## config.mk

```make
export PLATFORM = sky130hd
export DESIGN_NAME = bpsk_bit_serializer
export DESIGN_NICKNAME = d
export VERILOG_FILES = /design/src/rtl/bpsk_bit_serializer.sv
export SDC_FILE = /design/constraint.sdc
export NUM_CORES = 1
export LEC_CHECK = 0
export CAP_MARGIN = 25
export CORE_UTILIZATION = 40
export DETAILED_ROUTE_END_ITERATION = 12
export GPL_TIMING_DRIVEN = 0
export PLACE_DENSITY = 0.74
export SYNTH_ARGS = -nofsm -noshare
export SYNTH_HDL_FRONTEND = slang
export SYNTH_SLANG_ARGS = --single-unit
```

## constraint.sdc

```tcl
create_clock -name clock -period 4.8 [get_ports clock]
set_input_delay 0.48 -clock clock [delete_from_list [all_inputs] [get_ports clock]]
set_output_delay 0.48 -clock clock [all_outputs]
set_load 0.03 [all_outputs]
```

## src/rtl/bpsk_bit_serializer.sv

```systemverilog
// bpsk_bit_serializer: packet-to-bitstream serializer, each bit held WAVELENGTH clocks.
// Define DIFF_ENCODE_EN for differential (DBPSK) encoding of the transmitted bits.
module bpsk_bit_serializer #(
    parameter int   PACKET_SIZE = 64,
    parameter int   WAVELENGTH  = 16,
    parameter logic IDLE_BIT    = 1'b0
) (
    input  logic                   clock,
    input  logic                   reset,
    input  logic [PACKET_SIZE-1:0] packet,
    input  logic                   packet_valid,
    output logic                   packet_ready,
    output logic                   current_bit,
    output logic                   bit_strobe,
    output logic                   busy,
    output logic                   done
);
    localparam int IW = PACKET_SIZE > 1 ? $clog2(PACKET_SIZE) : 1;
    localparam int CW = WAVELENGTH > 1 ? $clog2(WAVELENGTH) : 1;
    typedef enum logic {IDLE, SEND} state_t;
    state_t state, state_n;
    logic [PACKET_SIZE-1:0] data, data_n;
    logic [IW-1:0] idx, idx_n;
    logic [CW-1:0] cnt, cnt_n;
    logic bit_n, strobe_n, boundary, last, ref_bit;
`ifdef DIFF_ENCODE_EN
    // the registered output is the previously sent bit; a start from IDLE uses 0
    assign ref_bit = (state == SEND) && current_bit;
`else
    assign ref_bit = 1'b0;
`endif
    assign busy = state == SEND;
    always_comb begin
        state_n = state;
        data_n = data;
        idx_n = idx;
        cnt_n = cnt;
        bit_n = current_bit;
        strobe_n = 1'b0;
        boundary = (state == SEND) && (cnt == CW'(WAVELENGTH - 1));
        last = boundary && (idx == IW'(PACKET_SIZE - 1));
        packet_ready = (state == IDLE) || last;
        if (packet_valid && packet_ready) begin
            state_n = SEND;
            data_n = packet;
            idx_n = '0;
            cnt_n = '0;
            bit_n = packet[0] ^ ref_bit;
            strobe_n = 1'b1;
        end else if (last) begin
            state_n = IDLE;
            bit_n = IDLE_BIT;
        end else if (boundary) begin
            cnt_n = '0;
            idx_n = idx + 1'b1;
            data_n = data >> 1;
            bit_n = data_n[0] ^ ref_bit;
            strobe_n = 1'b1;
        end else if (state == SEND) begin
            cnt_n = cnt + 1'b1;
        end
    end
    always_ff @(posedge clock) begin
        if (reset) begin
            state <= IDLE;
            data <= '0;
            idx <= '0;
            cnt <= '0;
            current_bit <= IDLE_BIT;
            bit_strobe <= 1'b0;
            done <= 1'b0;
        end else begin
            state <= state_n;
            data <= data_n;
            idx <= idx_n;
            cnt <= cnt_n;
            current_bit <= bit_n;
            bit_strobe <= strobe_n;
            done <= last;
        end
    end
endmodule

```

# Word-level counts from Yosys, hierarchy flattened
# Index checks and enable logic that the tools add are counted.
dict set report totals {
  n_memories 0
  latchBits 0
  mem_bits_ro 0
  register_bits 78
  in_bits 67
  wordCells 39
  ramBits 0
}
dict set report op_classes {
  n_eq_ne 3
  n_lt_le_gt_ge 0
  add_sub_neg 2
  n_shift 0
  n_mul 0
  n_div 0
  n_reduce_logical 12
  muxes 13
  bitwise_logic 2
}
# cell n
set op_table {}
lappend op_table {{$mux W64} 3}
lappend op_table {{$mux W1} 8}
lappend op_table {{$mux W4} 2}
lappend op_table {{$add A6 B1 Y6 const B} 1}
lappend op_table {{$eq A6 B6 Y1 const B} 1}
lappend op_table {{$reduce_and A2 Y1} 3}
lappend op_table {{$reduce_bool A2 Y1} 3}
lappend op_table {{$add A4 B1 Y4 const B} 1}
lappend op_table {{$eq A4 B4 Y1 const B} 1}
lappend op_table {{$logic_and A1 B1 Y1} 3}
lappend op_table {{$reduce_bool A3 Y1} 1}
lappend op_table {{$ne A2 B1 Y1 const B} 1}
lappend op_table {{$not A1 Y1} 2}
lappend op_table {{$reduce_or A2 Y1} 1}
lappend op_table {{$logic_or A1 B1 Y1} 1}

# Longest topological paths before layout
# Gate-level depths: netlist of run 1.
dict set report logic_depth {
  depth_word 7
  ltp_mapped 7
  depth_no_buf 5
}

# Worst setup path after synthesis of run 1
# OpenSTA, ideal clock, no wires.
dict set report synth_timing {
  path_type {reg2reg}
  from {register state, in the netlist busy}
  to {register idx[5]}
  required_ns 4.669
  setup_slack_ns 2.590
  setup_time_ns 0.131
  arrival_ns 2.079
  stages_incl_launch_ff 7
  path_cell_list {dfxtp_1 > buf_2 > nand4_2 > o31ai_2 > a21o_1 > buf_4 > a211oi_1}
}
dict set report synth_between {
  elab_chain_cells 5
  elab_cells_between_ends 8
  cone_classes {bitwise: 2; reduce/logical: 6}
}
# element line
set synth_rtl {}
lappend synth_rtl {{start: declaration} 21} ;# state_t state, state_n;
lappend synth_rtl {{start signal: assignment} 73} ;# state <= state_n;
lappend synth_rtl {{$logic_and A1 B1 Y1} 40} ;# boundary = (state == SEND) && (cnt == CW'(WAVELENGTH - 1));
lappend synth_rtl {{$logic_and A1 B1 Y1} 41} ;# last = boundary && (idx == IW'(PACKET_SIZE - 1));
lappend synth_rtl {{$logic_or A1 B1 Y1 (*)} 42} ;# packet_ready = (state == IDLE) || last;
lappend synth_rtl {{via packet_ready} 12} ;# output logic packet_ready,
lappend synth_rtl {{$logic_and A1 B1 Y1 (*)} 43} ;# if (packet_valid && packet_ready) begin
lappend synth_rtl {{$reduce_or A2 Y1 (no line) (*)} n/a}
lappend synth_rtl {{end signal: assignment} 75} ;# idx <= idx_n;
lappend synth_rtl {{end: declaration} 23} ;# logic [IW-1:0] idx, idx_n;
# Mark *: on every way through the listed nets, which the timed path passes. The rest lies on a longest branch.
# A chain may end at the register's enable or synchronous reset.

# Final worst setup path of run 1
dict set report layout_timing {
  from {register cnt[0]}
  to {output packet_ready}
}
dict set report layout_between {
  elab_chain_cells 4
}
# element line
set layout_rtl {}
lappend layout_rtl {{start: declaration} 24} ;# logic [CW-1:0] cnt, cnt_n;
lappend layout_rtl {{start signal: assignment} 76} ;# cnt <= cnt_n;
lappend layout_rtl {{$eq A4 B4 Y1} 40}
lappend layout_rtl {{$logic_and A1 B1 Y1} 40}
lappend layout_rtl {{$logic_and A1 B1 Y1} 41}
lappend layout_rtl {{$logic_or A1 B1 Y1} 42}
lappend layout_rtl {{end: declaration} 12}
# No other way between the ends.

==> out/qor.yml, run 1 <==
flow_run:
  max-cap-violations: 0
floorplanning:
  core_area_um2: 9330
  dieArea_um2: 10100
  initial_core_util_pct: 41.6
  num_rows: 35
  die_h_um: 101
  ios: 72
  die_x_um: 101
setup_path:
  crit-reg2reg-launch: "idx[0]"
  timing.rr.end: "data[56]"
  arrival_ns: 2.65
  crit_path_cell_trace: "ha_1 > nand4_2 > o31ai_2 > clkdlybuf4s50_1"
  worst_ep_required_time_ns: 4.32
  ff2ff_path_depth: 6
  crit_path_end_kind: "primary output"
  start_kind: "register"
  max_stage_delay_ns: 0.80
  critPathMaxFanout: 7
  r2r_slack_ns: 2.66
  critical-path-slowest-cell: "clkdlybuf4s50_1"
  critPathKind: "reg2out"
synthesis:
  synth_seq_cells: 77
  synth_edf_count: 0
  yosys_warnings: 0
  synth_most_common_cell: "nor2_1"
  synth_area_leaders: "dfxtp_1, o221a_1, o22a_1"
  yosys.area.top_type_share_pct: 39.7
  synthCells: 434
  syn_area_um2: 3880
  async_flop_share_pct: 0
  yosys.area.top_type: "dfxtp_1"
  synthTopCellsByCount: "nor2_1, dfxtp_1, o22a_1, o221a_1, clkbuf_1"
  syn_nets: 503
  synth-seq-area-share_pct: 39.7
  syn_area_per_cell_um2: 8.95
  ys_types: 40
  ys.flop_type: "dfxtp_1"
power:
  power_w: 0.00155
  p_leak_nw: 1.77
  powerDensity_nw_per_um2: 312
  peakVddDrop_v: 0.000216
global_route:
  antenna_found_initial: 0
  grt_pass1_vias: 3598
  grt.overflow.total: 0
  grt_pass1_wl_mm: 16.6
  track_usage_pct: 20.5
  grt_max_degree: 13
clock_tree:
  cts_tree: "built"
  ctsHoldBuffers: 0
  cts.clk_slew.worst_paths_ns: 0.08
  htree_levels: 3
  cts_setup_buffers: 0
  cts.sinks: 77
  cts_resized: 0
  numCtsBuffers: 9
  root_buffer: "clkbuf_8"
  clockBufferDepth: 2
  insertion_delay_ns: 0.35
run_status:
  outcome: "finished clean"
final_layout:
  antenna_cells: 0
  design.final.nets: 584
  drive_gt1_share_pct: 7.71
  design_area_um2: 4960
  n_fill_cell: 906
  areaGrowthSynthToFinish_pct: 27.7
routing:
  via_per_inst: 5.72
  num_vias: 3707
  ant_nets: 0
  drc: 0
  drt-initial-drc-count: 246
  drt-total-wl_mm: 10.1
  drt_first_pass_iters: 5
  avgRoutedWirePerCell_um: 15.6
timing:
  skew_ns: 0.00520
  drv_slew: 0
  min_period_ns: 3.13
  post-route-period-util_pct: 65.1
  final.setup.tns_ns: 0
  slew_headroom_pct: 55.0
  worst_pin_slew_ns: 0.670
  rsz0062_at_grt: "no"
  hold_viol: 0
  setup_viol: 0
  clock.fmax_mhz: 320
worst_hold_path:
  whs_endpoint: "idx[4]"
  hp-start: "idx[4]"
  worstHoldPathType: "reg2reg"
  hold_depth: 2
placed_design:
  placed_area_um2: 4750
  port_buffers: 70
  gp_congestion: 0.831
  dp_hpwl_mm: 6.90
## critical path: cells and delay by family (launching register included)
kind	cells	cell delay, ns
adder cells (fa/ha/maj)	1	0.26
flip-flops	1	0.40
AND/OR/NAND/NOR	1	0.23
buffers and inverters	1	0.80
AO/OA/AOI/OAI	1	0.62
## power breakdown
group	total [W]	internal, W	switching (W)
clock network	0.000542	0.000302	0.000240
logic	0.000286	0.000161	0.000125
registers	0.000719	0.000690	0.0000289
total	0.00155	0.00115	0.000394
## final cells by class
type / count / area, µm² / area share, %
sequential: 77 / 1540 / 31.1
buffer: 45 / 238 / 4.79
inverter: 2 / 7.51 / 0.151
tap: 129 / 161 / 3.25
clock buffer: 10 / 138 / 2.77
multi-input combinational: 310 / 2100 / 42.3
timing repair buffer: 70 / 701 / 14.1
clock inverter: 5 / 75.1 / 1.51
## registers in the layout (all words and copies together), names as in the netlist
signal       flops
current_bit      1
idx              6
done             1
cnt              4
busy             1
bit_strobe       1
data            63
## cells by family after synthesis
family                     Yosys count  share of synthesized area [%]
AOI/OAI and AO/OA                  145                           35.4
xor gates and xnor gates             1                          0.225
DFF                                 77                           39.7
muxes                                1                          0.258
and+or+nand+nor                    161                           17.5
buffers and inverters               47                           6.31
adders and majority gates            2                          0.644
## layout by cell type (no fill, tap or decap), types with 2 or more instances in the layout
cell / netlist / layout
or2_2: 2 / 2
buf_1: 11 / 11
and4_1: 2 / 2
ha_1: 2 / 2
o221a_2: 2 / 2
dfxtp_1: 77 / 77
clkdlybuf4s50_1: 0 / 70
bufinv_16: 0 / 2
buf_2: 9 / 9
nor3_1: 7 / 7
nand3_1: 4 / 4
a21boi_0: 2 / 2
a21oi_1: 6 / 6
nor2_1: 130 / 130
nand2b_1: 2 / 2
clkbuf_8: 0 / 10
clkinv_2: 0 / 3
o21ai_0: 4 / 4
o22a_1: 62 / 62
clkbuf_1: 16 / 16
inv_1: 2 / 2
o221a_1: 60 / 60
buf_6: 7 / 7
nand2_1: 4 / 4
a211oi_1: 4 / 4
## stage by stage
stage | instances | util, % | hold WS, ns | worst slack [ns]
2_1_floorplan | 434 | - | 0.450 | 2.59
3_3_place_gp | 633 | 50.9 | 0.463 | 2.09
3_5_place_dp | 633 | 50.9 | 0.473 | 2.09
4_1_cts | 648 | 53.2 | 0.484 | 1.70
5_1_grt | 648 | 53.2 | 0.508 | 1.54
6_report | 648 | 53.2 | 0.489 | 1.67
## per-layer routing
layer  GRT usage, %  up-vias  share of wire, %
li1               -     1801                 -
met1           26.6     1781                48
met2           34.4      113                46
met3           4.23       12               5.0
met4           6.02        0               1.1
met5              0        -                 0
## worst max path at each step
stage,cells past startpoint,start,to
floorplan,6,busy,idx[5]
global placement,4,cnt[0],packet_ready
detailed placement,4,cnt[0],packet_ready
CTS,4,cnt[0],packet_ready
global route,4,cnt[0],packet_ready
finish,4,cnt[0],packet_ready
Note: power is estimated with default switching activity, not from simulation.
==> run 2: changes to the inputs <==
PLACE_DENSITY = 0.76   (was 0.74)
clock period = 2.5 ns   (was 4.8 ns; I/O delays follow)
==> run 2 against run 1 <==
Non-clock buffer count up 2. Die area unchanged. Hold slack improved by 0.0092 ns. Largest power group unchanged. Global-route usage is 0.42 points higher. Sequential cell count is the same. Critical path depth did not move. First-iteration DRC count is 4.9% lower. Register-to-register slack got worse by 2.3 ns. Sequential share of layout area fell by 0.64 points. Via count grew 0.27%.
==> out/qor.yml, run 2 (synthesized netlist as in run 1, its figures left out) <==
run_status:
  outcome: "finished clean"
timing:
  slew_headroom_pct: 56.3
  hold_viol: 0
  min_period_ns: 2.35
  setup_viol: 0
  post-route-period-util_pct: 94.1
  setup_slack_ns: 0.148
  clock.fmax_mhz: 425
  final.setup.tns_ns: 0
  drv_slew: 0
  skew_ns: 0.0151
  rsz0062_at_grt: "no"
  worst_pin_slew_ns: 0.652
global_route:
  antenna_found_initial: 0
  track_usage_pct: 20.9
  grt_pass1_vias: 3631
  grt_max_degree: 14
  grt_pass1_wl_mm: 16.9
  grt.overflow.total: 0
clock_tree:
  cts_tree: "built"
  cts.clk_slew.worst_paths_ns: 0.08
  htree_levels: 3
  insertion_delay_ns: 0.36
  numCtsBuffers: 9
  root_buffer: "clkbuf_8"
  clockBufferDepth: 2
  cts.sinks: 77
power:
  peakVddDrop_v: 0.000354
  p_leak_nw: 1.81
  p_seq_share_pct: 41.6
  clkPwrFrac_pct: 41.7
  combinationalPowerShare_pct: 16.7
  internal-power_w: 0.00253
  p_switching_w: 0.000789
  switching_share_pct: 23.8
  power_w: 0.00332
  powerDensity_nw_per_um2: 655
routing:
  drt-initial-drc-count: 234
  num_vias: 3717
  drc: 0
  drt-total-wl_mm: 10.4
  drt_first_pass_iters: 7
  ant_nets: 0
  avgRoutedWirePerCell_um: 16.0
  via_per_inst: 5.71
floorplanning:
  die_h_um: 101
  ios: 72
  die_x_um: 101
  initial_core_util_pct: 41.6
  dieArea_um2: 10100
  core_area_um2: 9330
  num_rows: 35
setup_path:
  crit_path_end_kind: "primary output"
  start_kind: "register"
  critPathMaxFanout: 6
  worst_ep_required_time_ns: 2.25
  critPathKind: "reg2out"
  arrival_ns: 2.10
final_layout:
  drive_gt1_share_pct: 8.24
  mostFrequentLayoutCell: "nor2_1"
  mostFrequentLayoutCells: "nor2_1, dfxtp_1, clkdlybuf4s50_1, o22a_1, o221a_1"
  design.final.nets: 586
  largest_reg_flops: 63
  n_fill_cell: 829
  areaGrowthSynthToFinish_pct: 30.4
  top_regs: "data: 63 flops, idx: 6 flops, cnt: 4 flops"
  antenna_cells: 0
  top_register: "data"
placed_design:
  dp_hpwl_mm: 7.00
  port_buffers: 70
  gp_congestion: 0.806
  pre_cts_ws_ns: -0.00654
worst_hold_path:
  worstHoldPathType: "reg2reg"
flow_run:
  max-cap-violations: 0
-- run 2: per-layer routing --
metal,vias to the layer above,wire (µm),track usage (%)
met5,-,0,0
met1,1791,4970,26.9
met2,105,4870,34.9
li1,1805,-,-
met4,0,191,9.03
met3,16,416,3.19
-- run 2: critical path, stage by stage (launching register included) --
cell           delay [ns]
dfxtp_1              0.39
ha_1                 0.26
nand4_2              0.25
o31ai_4              0.39
dlygate4sd2_1        0.45
-- run 2: stage by stage --
step	hold slack [ns]	util, %	area [µm²]	std cells
2_1_floorplan	0.408	-	3880	434
3_3_place_gp	0.464	50.9	4750	633
3_5_place_dp	0.477	50.9	4750	633
4_1_cts	0.497	54.1	5050	649
5_1_grt	0.524	54.3	5060	651
6_report	0.498	54.3	5060	651
-- run 2: path summary, 6_finish.rpt --
| kind | startpoint | to | slack (ns) | cells past startpoint |
|---|---|---|---|---|
| worst min register to register | idx[4] | idx[4] | 0.50 | 2 |
| worst min-delay path | idx[4] | idx[4] | 0.50 | 2 |
| worst max-delay path | cnt[0] | packet_ready | 0.15 | 4 |
| worst max register to register | idx[0] | data[27] | 0.34 | 6 |
-- run 2: power groups by stage --
stage               Clock, W  Combinational (W)  Sequential [W]
floorplan                  0           0.000340         0.00140
global placement           0           0.000530         0.00140
detailed placement         0           0.000545         0.00141
CTS                  0.00139           0.000549         0.00138
global route         0.00144           0.000604         0.00139
finish               0.00138           0.000554         0.00138
-- run 2: cell type report --
type | count | area (µm²) | share of cell area, %
multi-input combinational | 310 | 2110 | 41.6
buffer | 45 | 238 | 4.69
tap | 129 | 161 | 3.19
timing repair buffer | 72 | 714 | 14.1
clock inverter | 6 | 158 | 3.11
clock buffer | 10 | 138 | 2.72
sequential | 77 | 1540 | 30.4
inverter | 2 | 7.51 | 0.148
-- run 2: what timing repair did --
action / CTS / global route
buffers inserted: 0 / 2
resized for setup: 2 / 0
hold buffers: 0 / 0
pin swaps: 0 / 1
endpoints found under the setup margin: 1 / 1
==> run 3: changes to the inputs <==
GPL_ROUTABILITY_DRIVEN = 0   (was unset)
==> results of run 3 <==
The final DEF is identical to that of run 2; final timing and power are the same.
==> variant, RTL diff (config.mk and constraints of run 2) <==
The option `DIFF_ENCODE_EN` is turned on by a define.
--- a/src/rtl/bpsk_bit_serializer.sv
+++ b/src/rtl/bpsk_bit_serializer.sv
@@ -1,4 +1,6 @@
 // bpsk_bit_serializer: packet-to-bitstream serializer, each bit held WAVELENGTH clocks.
 // Define DIFF_ENCODE_EN for differential (DBPSK) encoding of the transmitted bits.
+`define DIFF_ENCODE_EN
+
 module bpsk_bit_serializer #(
     parameter int   PACKET_SIZE = 64,
Behaviour: same outputs for any inputs over 10 cycles, from zero or initial values and one cycle with reset high; that may be too few to reach the edited logic, so the function may still have changed.
==> variant against run 2 <==
Wire length down 34%; worst setup slack better by 0.052 ns; first-iteration DRC count down 49%; critical path depth up 1; die area down 18%; sequential cell count unchanged; design area down 17%; area after synthesis down 18%.
Power is not compared: it rests on default switching activity, and its combinational part moved more than twofold at a synthesized area within 25%.
==> variant: results (changes against run 2) <==
nets 443 (-24%); GR Layer Usage met2 28.0% (-6.9 points); via density per instance 5.29 (-7.4%); Fin Clk Skew 0.00505 ns (-0.0101 ns); fraction of area in multi-input gates 34.9% (-6.7 points); Synth top cells by count 77 x dfxtp_1, 62 x a221o_1, 62 x and2_1; Layout clock area frac 4.97% (-0.86 points); non-clk buf share 20.1% (+1.3 points); crit-path max cell delay 0.40 ns (-0.05 ns); Buffers excl. clock 94 (-20%); Initial Utilization 41.2% (-0.42 points); vias in the first global route 2509 (-31%); post-synthesis compound-gate area fraction 26.0% (-9.4 points); met3 routed WL 396 um (-4.8%); status finished clean; r2r endpoint data[17]; met3 GRT Util 4.69% (+1.5 points); syn nets 362 (-28%); Met1 Wirelength 3.24 mm (-35%); reg2reg setup slack 0.22 ns (-0.12 ns); register area share after synthesis 48.6% (+9.0 points); top cells by area, synth dfxtp_1 49%, a221o_1 20%, and2_1 12%, buf_6 2.1%, buf_2 1.9%; GR Layer Usage met1 21.9% (-5.0 points); Seq area share 36.7% (+6.3 points); GRT Total Usage 17.5% (-3.5 points); worst min path class in2reg; gpl congestion 0.754 (-6.5%); DRT iter0 DRCs 120 (-49%); Synth Area in Adders 0.790% (+0.15 points); nonclk inv count 3 (+1); Min-Delay Endpoint bit_strobe; WL met2 3.10 mm (-36%); multi-input gates 189 (-39%); layout cells sized above 1 11.1% (+2.8 points); worst slew pin tran 0.573 ns (-0.0792 ns); area of the multi-input gates 0.00147 mm2 (-30%)
variant: what timing repair did:
action | CTS | global route
setup endpoints to repair | 1 | 1
pin swaps | 0 | 0
cloned | 0 | 0
gates resized for setup | 1 | 2
variant: metrics by stage:
| step | setup slack [ns] | total power [mW] | cells | util [%] | hold WS [ns] |
|---|---|---|---|---|---|
| after floorplan | 0.553 | 1.47 | 293 | - | 0.388 |
| after global placement | 0.121 | 1.62 | 465 | 52.0 | 0.460 |
| after detailed placement | 0.127 | 1.62 | 465 | 52.0 | 0.463 |
| after CTS | 0.00923 | 2.60 | 481 | 54.7 | 0.210 |
| after global routing | 0.00960 | 2.68 | 481 | 54.7 | 0.224 |
| final | 0.200 | 2.56 | 481 | 54.7 | 0.222 |
variant: power breakdown:
group | internal, mW | switching, mW | total, mW
logic | 0.168 | 0.102 | 0.269
clock network | 0.495 | 0.476 | 0.971
registers | 1.29 | 0.0328 | 1.32
total | 1.95 | 0.611 | 2.56
